`src/rtl/writeback_arbiter.sv`:
```
// Register-file write-port arbiter for ALU/LSU/FPU results, with the pending-write
// scoreboard that decode consults before reading operands.
module writeback_arbiter #(
  parameter int STARVE_LIMIT = 8,
  parameter int CNT_W        = 4
) (
  input  logic        clk,
  input  logic        rst,
  input  logic        alu_valid,
  input  logic        lsu_valid,
  input  logic        fpu_valid,
  output logic        alu_ready,
  output logic        lsu_ready,
  output logic        fpu_ready,
  input  logic [4:0]  alu_reg,
  input  logic [4:0]  lsu_reg,
  input  logic [4:0]  fpu_reg,
  input  logic        alu_f,
  input  logic        lsu_f,
  input  logic        fpu_f,
  input  logic [31:0] alu_data,
  input  logic [31:0] lsu_data,
  input  logic [31:0] fpu_data,
  input  logic        iss_valid,
  input  logic [4:0]  iss_reg,
  input  logic        iss_f,
  input  logic [4:0]  q1_reg,
  input  logic [4:0]  q2_reg,
  input  logic        q1_f,
  input  logic        q2_f,
  output logic        q1_busy,
  output logic        q2_busy,
  output logic [4:0]  WriteReg,
  output logic [31:0] WriteData,
  output logic        RegWrite,
  output logic        writef,
  output logic        err
);

  localparam logic [CNT_W-1:0] LIMIT = CNT_W'(STARVE_LIMIT);

  typedef enum logic [1:0] {SRC_NONE, SRC_ALU, SRC_LSU, SRC_FPU} src_t;

  src_t              grant;
  logic [CNT_W-1:0]  lsu_cnt_reg, lsu_cnt_next;
  logic [CNT_W-1:0]  fpu_cnt_reg, fpu_cnt_next;
  logic [31:0]       busy_int_reg, busy_fp_reg;
  logic              xfer;
  logic [4:0]        sel_reg;
  logic [31:0]       sel_data;
  logic              sel_f;
  logic              waw_err, orphan_err;

  // Starved sources jump ahead of the ALU; LSU beats FPU when both are starved.
  always_comb begin
    grant = SRC_NONE;
    if (!rst)                                    grant = SRC_NONE;
    else if (lsu_valid && lsu_cnt_reg == LIMIT)  grant = SRC_LSU;
    else if (fpu_valid && fpu_cnt_reg == LIMIT)  grant = SRC_FPU;
    else if (alu_valid)                          grant = SRC_ALU;
    else if (lsu_valid)                          grant = SRC_LSU;
    else if (fpu_valid)                          grant = SRC_FPU;
  end

  assign alu_ready = (grant == SRC_ALU);
  assign lsu_ready = (grant == SRC_LSU);
  assign fpu_ready = (grant == SRC_FPU);
  assign xfer      = (grant != SRC_NONE);

  always_comb begin
    sel_reg  = alu_reg;
    sel_data = alu_data;
    sel_f    = alu_f;
    case (grant)
      SRC_LSU: begin sel_reg = lsu_reg; sel_data = lsu_data; sel_f = lsu_f; end
      SRC_FPU: begin sel_reg = fpu_reg; sel_data = fpu_data; sel_f = fpu_f; end
      default: ;
    endcase
  end

  always_comb begin
    lsu_cnt_next = lsu_cnt_reg;
    fpu_cnt_next = fpu_cnt_reg;
    if (lsu_ready)                                lsu_cnt_next = '0;
    else if (lsu_valid && lsu_cnt_reg != LIMIT)   lsu_cnt_next = lsu_cnt_reg + 1'b1;
    if (fpu_ready)                                fpu_cnt_next = '0;
    else if (fpu_valid && fpu_cnt_reg != LIMIT)   fpu_cnt_next = fpu_cnt_reg + 1'b1;
  end

  always_ff @(posedge clk) begin
    if (!rst) begin
      lsu_cnt_reg <= '0;
      fpu_cnt_reg <= '0;
    end else begin
      lsu_cnt_reg <= lsu_cnt_next;
      fpu_cnt_reg <= fpu_cnt_next;
    end
  end

  // Busy bits: an issue in the same cycle as the retiring write keeps the bit set.
  for (genvar gi = 0; gi < 32; gi++) begin : g_busy
    logic set_int, clr_int, set_fp, clr_fp;
    assign set_int = (gi != 0) && iss_valid && !iss_f && (iss_reg == 5'(gi));
    assign clr_int = RegWrite && !writef && (WriteReg == 5'(gi));
    assign set_fp  = iss_valid && iss_f && (iss_reg == 5'(gi));
    assign clr_fp  = RegWrite && writef && (WriteReg == 5'(gi));

    always_ff @(posedge clk) begin
      if (!rst) begin
        busy_int_reg[gi] <= 1'b0;
        busy_fp_reg[gi]  <= 1'b0;
      end else begin
        if (set_int)      busy_int_reg[gi] <= 1'b1;
        else if (clr_int) busy_int_reg[gi] <= 1'b0;
        if (set_fp)       busy_fp_reg[gi]  <= 1'b1;
        else if (clr_fp)  busy_fp_reg[gi]  <= 1'b0;
      end
    end
  end

  assign q1_busy = q1_f ? busy_fp_reg[q1_reg] : busy_int_reg[q1_reg];
  assign q2_busy = q2_f ? busy_fp_reg[q2_reg] : busy_int_reg[q2_reg];

  // Writes to int x0 are never tracked, so they are not treated as orphans.
  assign waw_err    = iss_valid && (iss_f ? busy_fp_reg[iss_reg] : busy_int_reg[iss_reg]);
  assign orphan_err = xfer && (sel_f || sel_reg != 5'd0) &&
                      !(sel_f ? busy_fp_reg[sel_reg] : busy_int_reg[sel_reg]);

  always_ff @(posedge clk) begin
    if (!rst) begin
      RegWrite  <= 1'b0;
      WriteReg  <= '0;
      WriteData <= '0;
      writef    <= 1'b0;
      err       <= 1'b0;
    end else begin
      RegWrite <= xfer;
      if (xfer) begin
        WriteReg  <= sel_reg;
        WriteData <= sel_data;
        writef    <= sel_f;
      end
      if (waw_err || orphan_err) err <= 1'b1;
    end
  end

endmodule
```
`config.mk`:
```
export PLATFORM = sky130hd
export DESIGN_NAME = writeback_arbiter
export DESIGN_NICKNAME = d
export VERILOG_FILES = /design/src/rtl/writeback_arbiter.sv
export SDC_FILE = /design/constraint.sdc
export NUM_CORES = 1
export LEC_CHECK = 0
export CAP_MARGIN = 10
export CORE_MARGIN = 4
export CORE_UTILIZATION = 40
export DETAILED_ROUTE_END_ITERATION = 8
export PLACE_DENSITY_LB_ADDON = 0.05
export SLEW_MARGIN = 30
export SYNTH_ARGS = -nofsm -noshare
export SYNTH_HDL_FRONTEND = slang
export SYNTH_SLANG_ARGS = --single-unit
```
`constraint.sdc`:
```
create_clock -name clk -period 4.3 [get_ports clk]
set_input_delay 0.86 -clock clk [delete_from_list [all_inputs] [get_ports clk]]
set_output_delay 0.86 -clock clk [all_outputs]
set_load 0.05 [all_outputs]
```
Word level (Yosys, flattened, before mapping)
Cells that the tools add are included.
- logic and storage cells: 512
- flip-flop bits (word level): 111
- output and inout bits: 45
- equality and inequality tests: 69
- $lt $le $gt $ge: 4
- reductions and logical operators: 211
- add/sub/neg operators: 2
- bitwise gates (word level): 1
- mux-type cells: 155
- operators with widths (cell ; number):
    $eq 5x5->1 const B ; 32
    $mux 1 ; 138
    $logic_and 1x1->1 ; 137
    $reduce_bool 2->1 ; 64
    $eq 5x4->1 const B ; 16
    $pmux 32 s2 ; 1
    $bmux 1 s5 ; 8
    $eq 5x3->1 const B ; 8
    $lt 5x6->1 const B ; 4
    $eq 5x2->1 const B ; 4
    $mux 2 ; 6
    $eq 5x1->1 const B ; 2
    $logic_not 5->1 ; 2
    $pmux 5 s2 ; 1
    $add 4x1->4 const B ; 2
    $eq 4x4->1 const B ; 2
    $ne 4x4->1 const B ; 2
    $reduce_bool 5->1 ; 1
    $eq 2x2->1 const B ; 2
    $reduce_or 2->1 ; 2
    $logic_not 1->1 ; 3
    $eq 2x1->1 const B ; 1
    $logic_or 1x1->1 ; 2
    $pmux 1 s2 ; 1
    $not 1->1 ; 1

Longest topological paths before layout
Gate-level depths: netlist (run 1).
- depth after elaboration: 14
- mapped depth: 14
- mapped depth without buffers: 11

Least setup slack after synthesis (run 1)
No wires, ideal clock.
- path type: input to output
- from: in fpu_valid
- to: out alu_ready
- arrival time: 3.383 ns
- path buffers: 5
- stages on the path: 9
- setup slack: 0.057 ns
- data required time: 3.440 ns
- cell sequence: buf_4 -> and4b_1 -> buf_6 -> nor3_1 -> or3b_1 -> clkbuf_1 -> clkbuf_1 -> clkbuf_1 -> nor3_1
- word-level cells in the longest chain between the ends: 7
- elaborated cells between the ends (all ways): 8
- classes of those cells: 1 x eq/ne; 6 x mux; 1 x reduce/logical
- ends and longest elaborated chain (what ; line ; source):
    start, declared ; 11 ; input logic fpu_valid,
    $mux 2 ; 62 ; else if (fpu_valid) grant = SRC_FPU;
    $mux 2 ; 61 ; else if (lsu_valid) grant = SRC_LSU;
    $mux 2 ; 60 ; else if (alu_valid) grant = SRC_ALU;
    $mux 2 (*) ; 59 ; else if (fpu_valid && fpu_cnt_reg == LIMIT) grant = SRC_FPU;
    $mux 2 (*) ; 58 ; else if (lsu_valid && lsu_cnt_reg == LIMIT) grant = SRC_LSU;
    $mux 2 (*) ; 57 ; if (!rst) grant = SRC_NONE;
    $eq 2x1->1 (*) ; 65 ; assign alu_ready = (grant == SRC_ALU);
    end, declared ; 12 ; output logic alu_ready,
Mark *: on every way between the ends. The rest lies on a longest branch, timed or not.

Final worst setup path (run 1)
- from: in q1_reg[0]
- to: out q1_busy
- word-level cells in the longest chain between the ends: 3
- elaborated cells between the ends (all ways): 5
- classes of those cells: 5 x mux
- ends and longest elaborated chain (what ; line ; source):
    start, declared ; 27 ; input logic [4:0] q1_reg,
    $bmux 1 s5 ; 121 ; assign q1_busy = q1_f ? busy_fp_reg[q1_reg] : busy_int_reg[q1_reg];
    $mux 1 (not written as such) ; 121 ;
    $mux 1 (*) ; 121 ;
    end, declared ; 31 ; output logic q1_busy,
Mark *: on every way between the ends. The rest lies on a longest branch, timed or not. The select of a mux whose other input is x is not followed.

==> results.md, run 1 <==
- The element type at the critical path start is a primary input.
- The worst min-delay path category is flip-flop to flip-flop.
- Of all nets on the critical path, the largest fanout is 17.
- The count of antenna diodes in the layout is 0.
- The number of cells on the worst reg-to-reg path is 11.
- The data arrival time of the critical path is 3.22 ns.
- The combinational family with the most area after synthesis is compound AO/OA/AOI/OAI gates.
- The worst-skew pair later-pin latency is 0.37 ns.
- The core region area is 18000 um2.
- The clock period minus worst slack is 4.08 ns.
- The largest clock skew in the final design is 0.00828 ns.
- The routability congestion estimate is 0.987.
- The fraction of registers with async set or reset after synthesis is 0%.
- Across all layers, the routed design uses 7665 vias.
- Setup violations remaining at the end of the flow were counted as 0.
- The non-filler instance count after layout is 1264.
- The leakage dissipation is 3.40 nW.
- From bottom edge to top edge, the die measures 144 um.
- The width of the die is 144 um.
- Sequential elements use 30.2% of the synthesized area.
- The share of cell area taken by muxes after synthesis is 20.2%.
- The final layout contains routed wiring with a total length of 28300 um.
- The summed instance area of the synthesized netlist is 7350 um2.
- In this run the tool buffered the top-level ports with 182 buffer cells.
- The initial detailed-routing violation count is 841.
- The cell type with the largest total area after synthesis is sky130_fd_sc_hd__dfxtp_1.
- The worst register-to-register path ends at err.
- The type of element capturing the critical path is an output port.
- The clock passes through at most 2 buffers.
- The final global-route overflow total is 0.
- The number of antenna violations at the first check in global routing is 1.
- The register clock-pin slew on the reported worst setup and hold paths is 0.08 ns.
- In this run, distinct cell masters in the synthesized netlist total 59.
- The synthesized netlist devotes 24.7% of its cell area to compound gates.
- The worst pin sits at a relative slew slack of 37.5%.
- After floorplanning, the core was divided into 49 placement rows.
- Setup repair after global routing left no endpoint under its margin.
- Post-CTS repair changed the size of 0 cells.
- The most used flip-flop cell after synthesis is sky130_fd_sc_hd__dfxtp_1.
- The number of warnings issued by yosys is 0.
- The layout net count is 1172.
- The data required time at the worst endpoint is 3.44 ns.
- The worst register-to-register path begins at fpu_cnt_reg[0].
- Across the VDD grid, the largest voltage drop is 0.271 mV.
- For this run, the top clock speed supported by timing is 245 MHz.
- For this design, the sink count on the clock tree is 111.
- The area share of and/or/nand/nor cells after synthesis is 19.2%.
- Averaged over all synthesized cells, the footprint is 8.37 um2.
- In the routed layout, each cell is associated on average with a via count of 6.06.
- Synthesis produced a netlist with a net count of 1020.
- Of the total synthesized cell area, the portion taken by full adders, half adders and majority gates is 0.681%.
- The global-route wire length before repair is 42800 um.
- The xor/xnor share of the synthesized area is 0.477%.
- The number of hold buffers added after CTS was 0.
- The number of detailed-route iterations in the first pass is 6.
- The clock root buffer is sky130_fd_sc_hd__clkbuf_16.
- The flow ran to the end, and the final reports show no timing, DRC or antenna violations.
- The synthesized design contains 0 enable-type register cells.
- The die area is 20600 um2.
- The hold-critical path endpoint is fpu_cnt_reg[1].
- Global routing used 27.4% of the available tracks.
- By area the synthesized netlist is led by sky130_fd_sc_hd__dfxtp_1, sky130_fd_sc_hd__mux4_2, sky130_fd_sc_hd__a21boi_0.
- The worst min-delay path startpoint is fpu_cnt_reg[1].
- The deepest level of the CTS H-tree is 3.
- Across the run, the number of max-cap violations was 0.
- Dividing the final minimum period by the clock period gives 94.9%.
- The proportion of netlist area held by the largest area contributor is 30.2%.
- The clock tree from TritonCTS is built.
- By startpoint and endpoint, the worst setup path is classified as primary input to output port.
- For this design the top-level I/O count stands at 183.
- The mean routed wirelength per cell is 22.4 um.
- The cell count after synthesis is 878.
- The power density of the placed cells is 279 nW/um2.
- The number of remaining DRC errors is 0.
- In this run, synthesis produced a sequential element count of 111.
- The area growth from synthesis to final layout is 32.2%.
- The via count of the first global-routing pass is 7351.
- Once the floorplan was initialized, standard cells occupied 40.8% of the core.
- Post-CTS timing repair inserted 0 buffers for setup.
- Summed over all failing endpoints, the final setup total negative slack is 0 ns.
- The number of pins with negative max-slew slack in the final report is 0.
- The cell count of the worst hold path is 2.
- The number of placed instances, taps included, is 1248.
- At the pin with the least slew margin, the transition time is 0.934 ns.
- The number of antenna-violating nets in the routed design is 0.
- In the final layout, the share of cells above drive strength 1 is 11.5%.
- The total count of hold-check failures in the final report was 0.
- The detailed-placement wirelength estimate is 20600 um.
- Entering global routing, the biggest net connects 74 pins.
- The CTS buffer count is 9.
- The register-to-register setup slack is 1.32 ns.
## stage by stage
| stage | cell area, um2 | utilization, % | power [mW] | hold slack [ns] | worst slack, ns |
|---|---|---|---|---|---|
| 6_report | 9710 | 53.9 | 2.71 | 0.496 | 0.220 |
| 5_1_grt | 9710 | 53.9 | 2.81 | 0.537 | 0.157 |
| 4_1_cts | 9710 | 53.9 | 2.73 | 0.503 | 0.213 |
| 3_5_place_dp | 9410 | 52.2 | 1.86 | 0.482 | 0.209 |
| 3_3_place_gp | 9410 | 52.2 | 1.86 | 0.477 | 0.209 |
| 2_1_floorplan | 7350 | - | 1.55 | 0.466 | 0.0568 |
## cell usage in the layout, fill, tap and decap left out, drive strengths merged, types with 11 or more instances in the layout
| master | synthesis | final |
|---|---|---|
| nor3 | 16 | 16 |
| clkdlybuf4s50 | 0 | 177 |
| buf | 26 | 31 |
| o21ai | 93 | 93 |
| nor2 | 110 | 110 |
| a21oi | 80 | 80 |
| mux2i | 13 | 13 |
| mux4 | 59 | 59 |
| inv | 10 | 11 |
| dfxtp | 111 | 111 |
| nor2b | 12 | 12 |
| nand2 | 127 | 127 |
| nand3 | 20 | 20 |
| a21boi | 66 | 66 |
## area by class of cell
class                           count  area, um2
Inverter                           10       37.5
Clock inverter                      7       77.6
Clock buffer                        9        225
Fill cell                        1738       8310
Timing Repair Buffer              208       2060
Tap cell                          229        287
Sequential cell                   111       2220
Multi-Input combinational cell    690       4800
## Yosys cell counts (8+ instances only)
| cell | number |
|---|---|
| sky130_fd_sc_hd__nand2_1 | 127 |
| sky130_fd_sc_hd__dfxtp_1 | 111 |
| sky130_fd_sc_hd__nor2_1 | 110 |
| sky130_fd_sc_hd__a21oi_1 | 80 |
| sky130_fd_sc_hd__o21ai_0 | 79 |
| sky130_fd_sc_hd__a21boi_0 | 64 |
| sky130_fd_sc_hd__mux4_2 | 59 |
| sky130_fd_sc_hd__clkbuf_1 | 41 |
| sky130_fd_sc_hd__nand3_1 | 20 |
| sky130_fd_sc_hd__nor3_1 | 16 |
| sky130_fd_sc_hd__buf_2 | 15 |
| sky130_fd_sc_hd__o21ai_1 | 14 |
| sky130_fd_sc_hd__mux2i_1 | 13 |
| sky130_fd_sc_hd__nor2b_1 | 12 |
| sky130_fd_sc_hd__a221oi_1 | 9 |
| sky130_fd_sc_hd__inv_1 | 9 |
| sky130_fd_sc_hd__nand2b_1 | 9 |
| sky130_fd_sc_hd__nand4_1 | 8 |
## cell families (layout without fill, tap and decap cells)
group | count (synthesis) | in the layout
mux | 74 | 74
xor+xnor | 4 | 4
simple gates | 323 | 323
fa+ha+maj | 4 | 4
compound gates | 285 | 285
buf+inv | 77 | 234
flops | 111 | 111
## where the power goes
group | switching, mW | internal [mW]
Clock | 0.456 | 0.411
Combinational | 0.412 | 0.314
Sequential | 0.0450 | 1.07
Total | 0.912 | 1.80
## how the worst max path moves through the flow
stage | from | endpoint | slack, ns | cells after the start
after global placement | q2_reg[0] | q2_busy | 0.21 | 6
final | q1_reg[0] | q1_busy | 0.22 | 6
after detailed placement | q2_reg[0] | q2_busy | 0.21 | 6
after global routing | q2_reg[0] | q2_busy | 0.16 | 6
after CTS | q2_reg[0] | q2_busy | 0.21 | 6
after floorplan | fpu_valid | alu_ready | 0.06 | 9
## metal layers
metal / global-route usage, % / vias up / wire length, um
met4: 10.0 / 6 / 1020
li1: - / 3513 / -
met1: 34.3 / 3616 / 11200
met3: 10.4 / 106 / 3150
met5: 1.67 / - / 80
met2: 43.2 / 424 / 12900
## critical path, stage by stage
cell,delay [ns]
sky130_fd_sc_hd__clkdlybuf4s50_1,0.50
sky130_fd_sc_hd__buf_12,0.18
sky130_fd_sc_hd__mux4_2,0.51
sky130_fd_sc_hd__mux4_2,0.49
sky130_fd_sc_hd__mux4_2,0.47
sky130_fd_sc_hd__buf_4,0.20
Power figures use the tool's default switching activity.
==> inputs of run 2 (changes only) <==
- ABC_AREA: default -> 1
- CAP_MARGIN: 10 -> 20
==> run 2 against run 1 <==
Net effect:
- hold slack lost 0.023 ns
- die area grew 3.8%
- maximum frequency rose by 9.0%
- global-route usage is 2.5 points higher
- largest cell class unchanged
- first-iteration DRC count grew 42%
- final area is 2.5% higher
- critical path depth is 4 higher
- utilization down 0.83 points
- setup slack improved by 0.34 ns
- synthesized cell count grew 40%
- sequential cell count did not move
==> results.md, run 2 <==
- The standard-cell row count is 50 (was 49).
- The die area came to 21400 um2 (was 20600 um2).
- The most used flip-flop cell after synthesis is sky130_fd_sc_hd__dfxtp_1 (unchanged).
- The element type at the critical path start is a primary input (unchanged).
- The slowest stage cell on the critical path is sky130_fd_sc_hd__clkdlybuf4s50_1 (was sky130_fd_sc_hd__mux4_2).
- The fraction of registers with async set or reset after synthesis came to 0% (unchanged).
- The highest cell delay on the worst timing path came to 0.42 ns (was 0.51 ns).
- The largest net degree at the start of global routing was 60 (was 74).
- The core region area is 18800 um2 (was 18000 um2).
- The via count of the first global-routing pass is 8691 (was 7351).
- The total of buffers placed on input and output ports was 182 (unchanged).
- The post-cts gate resize count is 0 (unchanged).
- The clock root buffer is sky130_fd_sc_hd__clkbuf_16 (unchanged).
- The worst slew margin relative to its limit is 37.6% (was 37.5%).
- The leakage dissipation is 3.53 nW (was 3.40 nW).
- The total setup buffers inserted after CTS is 0 (unchanged).
- The average vias per placed instance came to 5.98 (was 6.06).
- The worst-skew pair later-pin latency is 0.36 ns (was 0.37 ns).
- The mean routed wirelength per cell is 20.8 um (was 22.4 um).
- The proportion of netlist area held by the largest area contributor came to 29.1% (was 30.2%).
- The number of sinks handled by clock tree synthesis is 111 (unchanged).
- The overall routed net length is 33300 um (was 28300 um).
- The worst setup timing slack at the placement stage is 0.566 ns (was 0.209 ns).
- The width of the die came to 146 um (was 144 um).
- The number of warnings issued by yosys is 0 (unchanged).
- The vertical die dimension is 146 um (was 144 um).
- The total count of hold-check failures in the final report is 0 (unchanged).
- The number of detailed-route iterations in the first pass came to 5 (was 6).
- The detailed-placement wirelength estimate was 24200 um (was 20600 um).
- The count of maximum capacitance violations is 0 (unchanged).
- The initial core utilization is 40.7% (was 40.8%).
- The average cell area after synthesis is 6.20 um2 (was 8.37 um2).
- The cell count after synthesis is 1233 (was 878).
- The count of antenna diodes in the layout is 0 (unchanged).
- The slack of the critical path is 0.557 ns (was 0.220 ns).
- The largest clock skew in the final design is 0.00863 ns (was 0.00828 ns).
- The number of remaining DRC errors is 0 (unchanged).
- The slew at the pin closest to its max-slew limit was 0.931 ns (was 0.934 ns).
- The timing-limited maximum frequency is 267 MHz (was 245 MHz).
- The deepest level of the CTS H-tree came to 3 (unchanged).
- The register bit count reported by yosys was 111 (unchanged).
- The share of layout cells above drive strength 1 came to 5.77% (was 11.5%).
- The global-route wire length before repair came to 50900 um (was 42800 um).
- The summed instance area of the synthesized netlist is 7640 um2 (was 7350 um2).
- The cell with the most instances after synthesis was sky130_fd_sc_hd__nand2_1 (unchanged).
- The number of vias after detailed routing was 9577 (was 7665).
- The net count after synthesis is 1375 (was 1020).
- The number of flops mapped to enable cells by yosys is 0 (unchanged).
- Commonest cells after routing, fill and taps aside: sky130_fd_sc_hd__nand2_1, sky130_fd_sc_hd__clkdlybuf4s50_1, sky130_fd_sc_hd__nand3_1 (was sky130_fd_sc_hd__clkdlybuf4s50_1, sky130_fd_sc_hd__nand2_1, sky130_fd_sc_hd__dfxtp_1).
- The final critical-path share of the clock period is 87.0% (was 94.9%).
- The most common cell after layout, fill and taps aside was sky130_fd_sc_hd__nand2_1 (was sky130_fd_sc_hd__clkdlybuf4s50_1).
- Status: complete, no violations (unchanged).
- The number of top-level pins is 183 (unchanged).
- The number of buffers inserted by hold repair at cts was 0 (unchanged).
- The startpoint-to-endpoint class of the critical path was primary input to output port (unchanged).
- Biggest area contributors in the synthesized netlist: sky130_fd_sc_hd__dfxtp_1, sky130_fd_sc_hd__nand2_1, sky130_fd_sc_hd__nand3_1 (was sky130_fd_sc_hd__dfxtp_1, sky130_fd_sc_hd__mux4_2, sky130_fd_sc_hd__a21boi_0).
- The number of antenna-violating nets in the routed design is 0 (unchanged).
- The top fanout value on the critical path is 33 (was 17).
- Ranking of synthesized cells by instance count: sky130_fd_sc_hd__nand2_1, sky130_fd_sc_hd__nand3_1, sky130_fd_sc_hd__o21ai_0, sky130_fd_sc_hd__dfxtp_1, sky130_fd_sc_hd__nor2_1 (was sky130_fd_sc_hd__nand2_1, sky130_fd_sc_hd__dfxtp_1, sky130_fd_sc_hd__nor2_1, sky130_fd_sc_hd__a21oi_1, sky130_fd_sc_hd__o21ai_0).
- The area growth from synthesis to final layout came to 30.3% (was 32.2%).
- The final global-route overflow total is 0 (unchanged).
- The maximum clock insertion buffer count was 2 (unchanged).
- The sum of negative setup slack came to 0 ns (unchanged).
- The layout net count is 1505 (was 1172).
- The instance area at placement is 9640 um2 (was 9410 um2).
- Setup repair after global routing missed its margin: false (unchanged).
- The count of cell types in the netlist was 41 (was 59).
- The worst min-delay path category was flip-flop to flip-flop (unchanged).
- The total track usage is 30.0% (was 27.4%).
- The final design area excluding fillers is 9960 um2 (was 9710 um2).
- The data arrival time of the critical path is 2.88 ns (was 3.22 ns).
- The cell type with the largest total area after synthesis is sky130_fd_sc_hd__dfxtp_1 (unchanged).
- The number of antenna violations at the first check in global routing was 0 (was 1).
- The sequential cell area fraction in the yosys report was 29.1% (was 30.2%).
- The CTS buffer count was 9 (unchanged).
- The clock tree from TritonCTS is built (unchanged).
- The initial detailed-routing violation count was 1194 (was 841).
- The data required time at the worst endpoint was 3.44 ns (about the same).
- The clock period minus worst slack came to 3.74 ns (was 4.08 ns).
- The power density of the placed cells is 287 nW/um2 (was 279 nW/um2).
- The final setup violation count is 0 (unchanged).
- The register clock-pin slew on the reported worst setup and hold paths is 0.07 ns (was 0.08 ns).
- The maximum VDD drop was 0.185 mV (was 0.271 mV).
- Worst-path cell chain: clkdlybuf4s50_1 > inv_1 > buf_4 > nor2_1 > a211oi_1 > nor3_1 > o31ai_1 > nor2_1 > o31ai_1 > buf_12 (was clkdlybuf4s50_1 > buf_12 > mux4_2 > mux4_2 > mux4_2 > buf_4).
- The number of pins with negative max-slew slack in the final report was 0 (unchanged).
- The type of element capturing the critical path was an output port (unchanged).
- The routability congestion estimate is 0.990 (was 0.987).
[run 2: cell types whose count changed in the layout (fill, tap and decap cells not counted), moves of 13 or more]
cell | previous run | this run
sky130_fd_sc_hd__nand2_1 | 127 | 287
sky130_fd_sc_hd__nand3_1 | 20 | 163
sky130_fd_sc_hd__a21boi_0 | 64 | 0
sky130_fd_sc_hd__inv_1 | 9 | 70
sky130_fd_sc_hd__mux4_2 | 59 | 0
sky130_fd_sc_hd__o21ai_0 | 79 | 119
sky130_fd_sc_hd__nand4_1 | 8 | 45
sky130_fd_sc_hd__a31oi_1 | 1 | 31
sky130_fd_sc_hd__o211ai_1 | 0 | 23
sky130_fd_sc_hd__nor2_1 | 109 | 88
sky130_fd_sc_hd__a211oi_1 | 0 | 15
sky130_fd_sc_hd__o22ai_1 | 3 | 18
sky130_fd_sc_hd__o21ai_1 | 14 | 0
sky130_fd_sc_hd__mux2i_1 | 13 | 0
[run 2: metal layers]
layer  track usage [%]  vias to the layer above  wire length, um
met5                 0                        -                0
met1              41.7                     4461            13900
met2              47.0                      497            15100
met4              9.55                        0              983
met3              5.68                       70             3240
li1                  -                     4549                -
[run 2: stage by stage]
stage               cells  power (mW)  utilization [%]  hold WS, ns
floorplan            1233        1.60                -        0.453
global placement     1586        1.94             51.3        0.461
detailed placement   1586        1.94             51.3        0.462
CTS                  1602        2.87             53.1        0.476
global route         1602        2.99             53.1        0.526
finish               1602        2.86             53.1        0.473
[run 2: critical path: cells and delay by family]
family                 cells  cell delay, ns
AOI/OAI and AO/OA          3            0.85
buffers and inverters      4            0.95
and+or+nand+nor            3            0.22
[run 2: cells by family (layout without fill, tap and decap cells)]
kind of cell             Yosys count  count (layout)  share of synthesized area [%]
AO/OA/AOI/OAI                    331             331                           25.1
AND/OR/NAND/NOR                  611             611                           35.7
adder cells (fa/ha/maj)            4               4                          0.655
buffers and inverters            172             307                           8.95
flip-flops                       111             111                           29.1
XOR/XNOR                           4               4                          0.458
[run 2: area by class of cell]
type	count	area, um2
Sequential cell	111	2220
Timing Repair Buffer	211	2080
Clock inverter	6	93.8
Tap cell	234	293
Clock buffer	10	229
Fill cell	1928	8810
Inverter	80	300
Multi-Input combinational cell	950	4740
[run 2: worst paths after layout]
check / slack, ns / startpoint / cells after the start / endpoint
worst max-delay path: 0.56 / q1_reg[0] / 10 / q1_busy
worst min-delay path: 0.47 / WriteData[15] / 2 / WriteData[15]
worst max register to register: 1.36 / lsu_cnt_reg[0] / 15 / err
worst min register to register: 0.47 / WriteData[15] / 2 / WriteData[15]
[run 2: report_power, final]
| part | internal (mW) | switching (mW) | leakage [nW] |
|---|---|---|---|
| sequential | 1.07 | 0.0393 | 0.905 |
| clock | 0.517 | 0.415 | 0.159 |
| combinational | 0.303 | 0.517 | 2.46 |
